**src/rtl/i2c_master.sv**
```systemverilog
`default_nettype none
// ============================================================================
// Module      : i2c_master
// Description : Single-byte I2C master. Each transaction sends START, the
//               address byte {addr, rw} and one data byte (written or read),
//               checks the ACK bits, then sends STOP. SCL period = 4*DIV clocks.
// Revision    : 1.0 - initial release
// ============================================================================
module i2c_master #(
  parameter int unsigned DIV = 4
) (
  input  logic       clk,
  input  logic       rst,
  input  logic       start,
  input  logic       rw,
  input  logic [6:0] addr,
  input  logic [7:0] wr_data,
  output logic [7:0] rd_data,
  output logic       busy,
  output logic       done,
  output logic       ack_err,
  output logic       scl_o,
  output logic       sda_o,
  output logic       sda_oe,
  input  logic       sda_i
);

  typedef enum logic [2:0] {
    S_IDLE     = 3'd0,
    S_START    = 3'd1,
    S_ADDR     = 3'd2,
    S_ADDR_ACK = 3'd3,
    S_DATA     = 3'd4,
    S_DATA_ACK = 3'd5,
    S_STOP     = 3'd6
  } state_t;

  localparam logic [7:0] C_DIV_LAST = 8'(DIV - 1);

  state_t     state_q, state_d;
  logic [7:0] div_q;       // clocks within the current quarter
  logic [1:0] qtr_q;       // quarter within the current cell
  logic [2:0] bit_q;       // bit cell within ADDR / DATA
  logic       rw_q;
  logic [6:0] addr_q;
  logic [7:0] wdata_q;
  logic [7:0] rx_q;        // read shift register
  logic [7:0] rd_data_q;
  logic       ack_err_q;
  logic       done_q;

  logic       w_qtr_tick;  // last clock of a quarter
  logic       w_cell_end;  // last clock of a cell
  logic       w_sample;    // last clock of q2: SDA sample point
  logic       w_last_bit;
  logic [7:0] w_tx_byte;

  assign w_qtr_tick = (div_q == C_DIV_LAST);
  assign w_cell_end = w_qtr_tick && (qtr_q == 2'd3);
  assign w_sample   = w_qtr_tick && (qtr_q == 2'd2);
  assign w_last_bit = (bit_q == 3'd7);
  assign w_tx_byte  = {addr_q, rw_q};

  assign busy    = (state_q != S_IDLE);
  assign done    = done_q;
  assign ack_err = ack_err_q;
  assign rd_data = rd_data_q;

  // Next-state and bus drive, decoded from state and quarter position
  always_comb begin
    state_d = state_q;
    scl_o   = 1'b1;
    sda_oe  = 1'b0;
    sda_o   = 1'b1;
    case (state_q)
      S_IDLE: begin
        if (start) state_d = S_START;
      end
      S_START: begin
        // SDA falls in the second half while SCL stays high
        if (qtr_q[1]) begin
          sda_oe = 1'b1;
          sda_o  = 1'b0;
        end
        if (w_cell_end) state_d = S_ADDR;
      end
      S_ADDR: begin
        scl_o  = qtr_q[1];
        sda_oe = 1'b1;
        sda_o  = w_tx_byte[3'd7 - bit_q];
        if (w_cell_end && w_last_bit) state_d = S_ADDR_ACK;
      end
      S_ADDR_ACK: begin
        scl_o = qtr_q[1];
        // ack_err_q was set at the q2 sample if the slave did not ACK
        if (w_cell_end) state_d = ack_err_q ? S_STOP : S_DATA;
      end
      S_DATA: begin
        scl_o = qtr_q[1];
        if (!rw_q) begin
          sda_oe = 1'b1;
          sda_o  = wdata_q[3'd7 - bit_q];
        end
        if (w_cell_end && w_last_bit) state_d = S_DATA_ACK;
      end
      S_DATA_ACK: begin
        // SDA released: slave ACK on write, master NACK on read
        scl_o = qtr_q[1];
        if (w_cell_end) state_d = S_STOP;
      end
      S_STOP: begin
        // SDA held low through q2, rises in q3 with SCL high
        scl_o = qtr_q[1];
        if (qtr_q != 2'd3) begin
          sda_oe = 1'b1;
          sda_o  = 1'b0;
        end
        if (w_cell_end) state_d = S_IDLE;
      end
      default: state_d = S_IDLE;
    endcase
  end

  // State, timing counters, captured request, sampled bus data
  always_ff @(posedge clk) begin
    if (rst) begin
      state_q   <= S_IDLE;
      div_q     <= '0;
      qtr_q     <= '0;
      bit_q     <= '0;
      rw_q      <= 1'b0;
      addr_q    <= '0;
      wdata_q   <= '0;
      rx_q      <= '0;
      rd_data_q <= '0;
      ack_err_q <= 1'b0;
      done_q    <= 1'b0;
    end else begin
      state_q <= state_d;
      done_q  <= (state_q == S_STOP) && w_cell_end;

      if (state_q == S_IDLE) begin
        div_q <= '0;
        qtr_q <= '0;
        bit_q <= '0;
        if (start) begin
          rw_q      <= rw;
          addr_q    <= addr;
          wdata_q   <= wr_data;
          ack_err_q <= 1'b0;
        end
      end else begin
        if (w_qtr_tick) begin
          div_q <= '0;
          qtr_q <= qtr_q + 2'd1;
          if (w_cell_end && (state_q == S_ADDR || state_q == S_DATA))
            bit_q <= bit_q + 3'd1;
        end else begin
          div_q <= div_q + 8'd1;
        end

        if (w_sample) begin
          case (state_q)
            S_ADDR_ACK: if (sda_i) ack_err_q <= 1'b1;
            S_DATA:     if (rw_q) rx_q <= {rx_q[6:0], sda_i};
            S_DATA_ACK: if (!rw_q && sda_i) ack_err_q <= 1'b1;
            default: ;
          endcase
        end

        if (state_q == S_DATA_ACK && w_cell_end && rw_q)
          rd_data_q <= rx_q;
      end
    end
  end

endmodule
`default_nettype wire
```
**config.mk**
```make
export PLATFORM = sky130hd
export DESIGN_NAME = i2c_master
export DESIGN_NICKNAME = d
export VERILOG_FILES = /design/src/rtl/i2c_master.sv
export SDC_FILE = /design/constraint.sdc
export NUM_CORES = 1
export LEC_CHECK = 0
export ABC_AREA = 1
export CAP_MARGIN = 20
export CORE_ASPECT_RATIO = 0.75
export CORE_MARGIN = 2
export CORE_UTILIZATION = 45
export DETAILED_ROUTE_END_ITERATION = 10
export PLACE_DENSITY_LB_ADDON = 0.25
export SLEW_MARGIN = 40
export SYNTH_ARGS = -nofsm -noshare
export SYNTH_HDL_FRONTEND = slang
export SYNTH_SLANG_ARGS = --single-unit
```
**constraint.sdc**
```tcl
create_clock -name clk -period 3.4 [get_ports clk]
set_input_delay 0.68 -clock clk [delete_from_list [all_inputs] [get_ports clk]]
set_output_delay 0.68 -clock clk [all_outputs]
set_load 0.01 [all_outputs]
```
== Yosys cells after proc, flatten, opt, wreduce, memory -nomap -nowiden ==
Cells that the tools add are included.

* Eq/ne operators: 20
* Reduce and logical (&&, ||, !) cells: 23
* Multiplexer cells: 28
* $add $sub $neg: 4
* $lt $le $gt $ge: 1
* Bitwise operators: 1

{| class="wikitable"
|+ Operators by type and width
! kind !! count
|-
| two-way mux 3 bit || 7
|-
| one-hot mux 3 bit (7 select lines) || 1
|-
| != test 2 bit (second input constant) || 8
|-
| two-way mux 1 bit || 14
|-
| equality test 3 bit (second input constant) || 4
|-
| adder 8 x 1 -> 8 bit (second input constant) || 1
|-
| equality test 8 x 2 -> 1 bit (second input constant) || 1
|-
| logical AND 1 bit || 8
|-
| one-hot mux 1 bit (4 select lines) || 2
|-
| AND reduction 7 bit || 1
|-
| binary-select mux 1 bit (select 3 bit) || 2
|-
| equality test 3 x 2 -> 1 bit (second input constant) || 2
|-
| != test 3 bit (second input constant) || 2
|-
| AND reduction 2 bit || 3
|-
| nonzero test 3 bit || 2
|-
| AND reduction 5 bit || 1
|-
| OR reduction 5 bit || 1
|-
| equality test 2 bit (second input constant) || 2
|-
| < comparator 3 x 4 -> 1 bit (second input constant) || 1
|-
| AND reduction 4 bit || 1
|-
| adder 3 x 1 -> 3 bit (second input constant) || 1
|-
| equality test 3 x 1 -> 1 bit (second input constant) || 1
|-
| logical NOT 3 bit || 1
|-
| OR reduction 3 bit || 1
|-
| 9 further kinds || 9
|}

* Output and inout bits: 14
* Input bits: 20
* Flip-flop bits (word level): 50
* Word-level logic and storage cells: 88

== Logic depth before layout (Yosys ltp) ==
* Word-level depth: 6
* Mapped depth: 10
* Gate-level depth less buffers: 10

== Worst setup path before layout ==
OpenSTA, ideal clock, no wires.

* Kind: reg-to-output
* Start: register state_q[1]
* End: output sda_o
* Arrival: 1.209 ns
* Required time: 2.720 ns
* Stages on the path, launching flop included: 8
* Path buffers: 1
* Setup slack: 1.511 ns
* Path through: dfxtp_1 > buf_2 > inv_1 > nand2_1 > o22ai_1 > nor2_1 > nor3_2 > nand3_1

* Longest elaborated chain between the ends: 2
* Elaborated cells on any way between the ends: 5
* Those cells by class: eq/ne: 4; mux: 1

{| class="wikitable"
|+ Ends and longest elaborated chain
! what !! line !! text
|-
| start: declaration || 40 || <nowiki>state_t state_q, state_d;</nowiki>
|-
| start signal: assignment || 139 || <nowiki>state_q <= state_d;</nowiki>
|-
| equality test 3 bit (tied with other cells) || 75 || <nowiki>case (state_q)</nowiki>
|-
| one-hot mux 1 bit (4 select lines) * || 75 ||
|-
| end: declaration || 23 || <nowiki>output logic sda_o,</nowiki>
|}

Every way passes the cells marked *; elsewhere a longest branch is shown, timed or not.

== Worst setup path in the final report ==
* Start: register state_q[2]
* End: output sda_o

The elaborated chain is that of the path after synthesis.

==> results.toml <==
[sta]
max_slew_margin_pct = 68.4
post-route-period-util_pct = 82.5
finalCriticalPeriod_ns = 2.80
clock.fmax_ghz = 0.357
slew_violations = 0
final_hold_viol_count = 0
tns_ns = 0
hold-worst-slack_ns = 0.458
rsz0062_at_grt = "no"
finClkSkew_ns = 0.00860
finalSetupViolCount = 0
worst_slew_pin_slew_ns = 0.473

[power_and_ir_drop]
peakVddDrop_mv = 0.257
p_leak_nw = 1.06
switching_share_pct = 35.2
combPwrFrac_pct = 31.1
p_clk_share_pct = 25.4
p_sw_mw = 0.597
p_int_mw = 1.10
powerDensity_nw_per_um2 = 618
pwr-share-seq_pct = 43.5

[layout]
antenna_cells = 0
nNetsFinal = 346
syn2layout_area_growth_pct = 18.5
drive_above_1_share_pct = 10.6
fin_cells = 382
final_area_um2 = 2740

[yosys]
syn_area_per_cell_um2 = 7.93
synth-seq-cells = 50
synth.distinct_cells = 38
syn_nets = 317
synth_largest_area_cell = "dfxtp_1"
synth_top_area_share_pct = 43.2
synth_area_leaders = "dfxtp_1, a21oi_1, o21ai_0, nand3_1, inv_1"
yosysSeqAreaShare_pct = 43.2
yosysWarningCount = 0
synthesis.area_um2 = 2320
syn-instance-count = 292

[setup_path]
cp_cell_sequence = "inv_4 -> nand2_1 -> nor2_1 -> nor2_1 -> inv_1 -> nor2_1 -> nor3_2 -> nand3_1 -> clkdlybuf4s50_1"
startpoint_type = "register"
critical_path_required_ns = 2.72
reg2reg_depth = 6
critPathMaxFanout = 9
critPathKind = "reg2out"
path_buf_inv = 3
worst_ep_arrival_time_ns = 2.12
cp_slowest_cell = "dfxtp_1"
rr_startpoint = "div_q[0]"
crit_family = "buffers and inverters"
max_stage_delay_ns = 0.58
crit_path_frequent_cell = "nor2_1"
r2r_end = "rx_q[4]"
rrSetupSlack_ns = 1.75
critPathCaptureType = "primary output"

[drt]
vias = 1933
dr.pass1.iters = 5
wirelength_um = 4660
drt-initial-drc-count = 92
drc = 0
wl_per_cell_um = 12.2
postRouteAntennaNets = 0
drt-vias-per-instance = 5.06

[place]
dp.cells = 374
place_area_um2 = 2630
globalplace.congestion = 0.852
dpl.hpwl_um = 3440
numPortBuffers = 33

[global_route]
grt-ovfl-total = 0
antenna_found_initial = 0
grt_max_degree = 27
grt_use_total_pct = 17.1
grt_pass1_vias = 1710
grt_pass1_wl_um = 7760

[clock_tree]
postCtsResizedCells = 0
h-tree-depth = 2
clock_latency_ns = 0.30
clock_sinks = 50
cts_buffer_depth = 2
cts_tree = "yes"
clock-root-buffer = "clkbuf_8"
cts.hold.buffers_added = 0
cts_buffers = 5
clkTransAtPathRegs_ns = 0.10
post-cts-setup-buffers = 0

[floorplan]
die_w_um = 86.8
num_rows = 22
die_h_um = 66.1
die_area_um2 = 5740
core_um2 = 4930
start_util_pct = 47.0
ios = 34

[run]
drv_cap = 0

[min_path]
min_path_type = "reg2reg"
holdPathStages = 2
hold_end = "rx_q[7]"
hold_start = "rx_q[7]"

[outcome]
outcome = "finished clean"
## registers in the layout, indices dropped and copies added (netlist names)
| register | flops |
|---|---|
| bit_q | 3 |
| wdata_q | 8 |
| qtr_q | 2 |
| div_q | 8 |
| done | 1 |
| state_q | 3 |
| addr_q | 7 |
| ack_err | 1 |
| rx_q | 8 |
| rw_q | 1 |
| rd_data | 8 |
## cells by family after synthesis
logic type,count (synthesis),share of synthesized area (%)
fa+ha+maj,5,2.70
buf+inv,46,10.2
simple gates,98,22.4
compound gates,91,20.7
flops,50,43.2
xor+xnor,2,0.756
## how the worst max path moves through the flow
stage / startpoint / endpoint / slack (ns) / cells after the start
global route: bit_q[0] / sda_o / 0.43 / 7
CTS: state_q[0] / sda_o / 0.59 / 6
global placement: state_q[0] / sda_o / 0.98 / 6
detailed placement: bit_q[0] / sda_o / 0.94 / 7
finish: state_q[2] / sda_o / 0.60 / 9
floorplan: state_q[1] / sda_o / 1.51 / 7
## power by group through the flow
stage / registers, mW / logic [mW] / clock network [mW]
after floorplan: 0.710 / 0.408 / 0
after global placement: 0.748 / 0.516 / 0
after detailed placement: 0.749 / 0.526 / 0
after CTS: 0.735 / 0.528 / 0.444
after global routing: 0.746 / 0.591 / 0.464
final: 0.737 / 0.527 / 0.430
## worst register-to-register path, stage by stage (launching register included)
cell and delay [ns]:
dfxtp_1 0.38, ha_1 0.24, nand2_2 0.08, nor2_4 0.24, nand3_2 0.29, o21ai_0 0.26
a21oi_1 0.06
## cell usage after synthesis
cell / instances
nand4_4: 1
o21ai_2: 2
xnor2_1: 1
nor3b_1: 1
a21oi_1: 47
nand3_1: 24
nand2_2: 6
and3_1: 1
o21ai_0: 34
nand4_1: 3
nand2_1: 29
inv_4: 2
nor2_8: 1
clkbuf_8: 2
buf_6: 2
o21ai_1: 2
a31o_2: 1
nor2_2: 3
dfxtp_1: 50
ha_1: 5
buf_4: 1
nand3_2: 1
inv_1: 32
xor2_1: 1
nor2_1: 19
buf_12: 1
nand3b_1: 1
nand2_4: 1
o211ai_1: 1
nor2_4: 3
nor3_1: 2
clkbuf_1: 4
o22ai_1: 1
a21oi_2: 2
or2_2: 1
buf_2: 2
nor3_2: 1
o31ai_1: 1
## layout make-up
class,count,area [µm²]
Multi-Input combinational cell,196,1080
Tap cell,60,75.1
Inverter,34,133
Timing Repair Buffer,34,338
Clock inverter,3,48.8
Fill cell,460,2180
Sequential cell,50,1000
Clock buffer,5,68.8
## layout by cell type, fill, tap and decap left out, drive strengths merged, types with 3 or more instances in the layout
| master | instances |
|---|---|
| nand4 | 4 |
| clkbuf | 5 |
| nand3 | 25 |
| a21oi | 49 |
| nor3 | 3 |
| ha | 5 |
| nand2 | 36 |
| o21ai | 38 |
| dfxtp | 50 |
| inv | 35 |
| clkdlybuf4s50 | 33 |
| nor2 | 26 |
## metrics by stage
step	utilization [%]	setup WS (ns)	total power, mW
floorplan	-	1.51	1.12
global placement	53.3	0.979	1.26
detailed placement	53.3	0.939	1.27
CTS	55.7	0.595	1.71
global route	55.7	0.431	1.80
finish	55.7	0.595	1.69
## per-layer routing
| metal | global-route usage, % | routed length [µm] | vias to the layer above |
|---|---|---|---|
| li1 | - | - | 1035 |
| met1 | 25.5 | 2580 | 859 |
| met2 | 24.0 | 1850 | 35 |
| met3 | 4.12 | 197 | 4 |
| met4 | 5.27 | 37 | 0 |
| met5 | 0 | 0 | - |
Power figures use the tool's default switching activity.
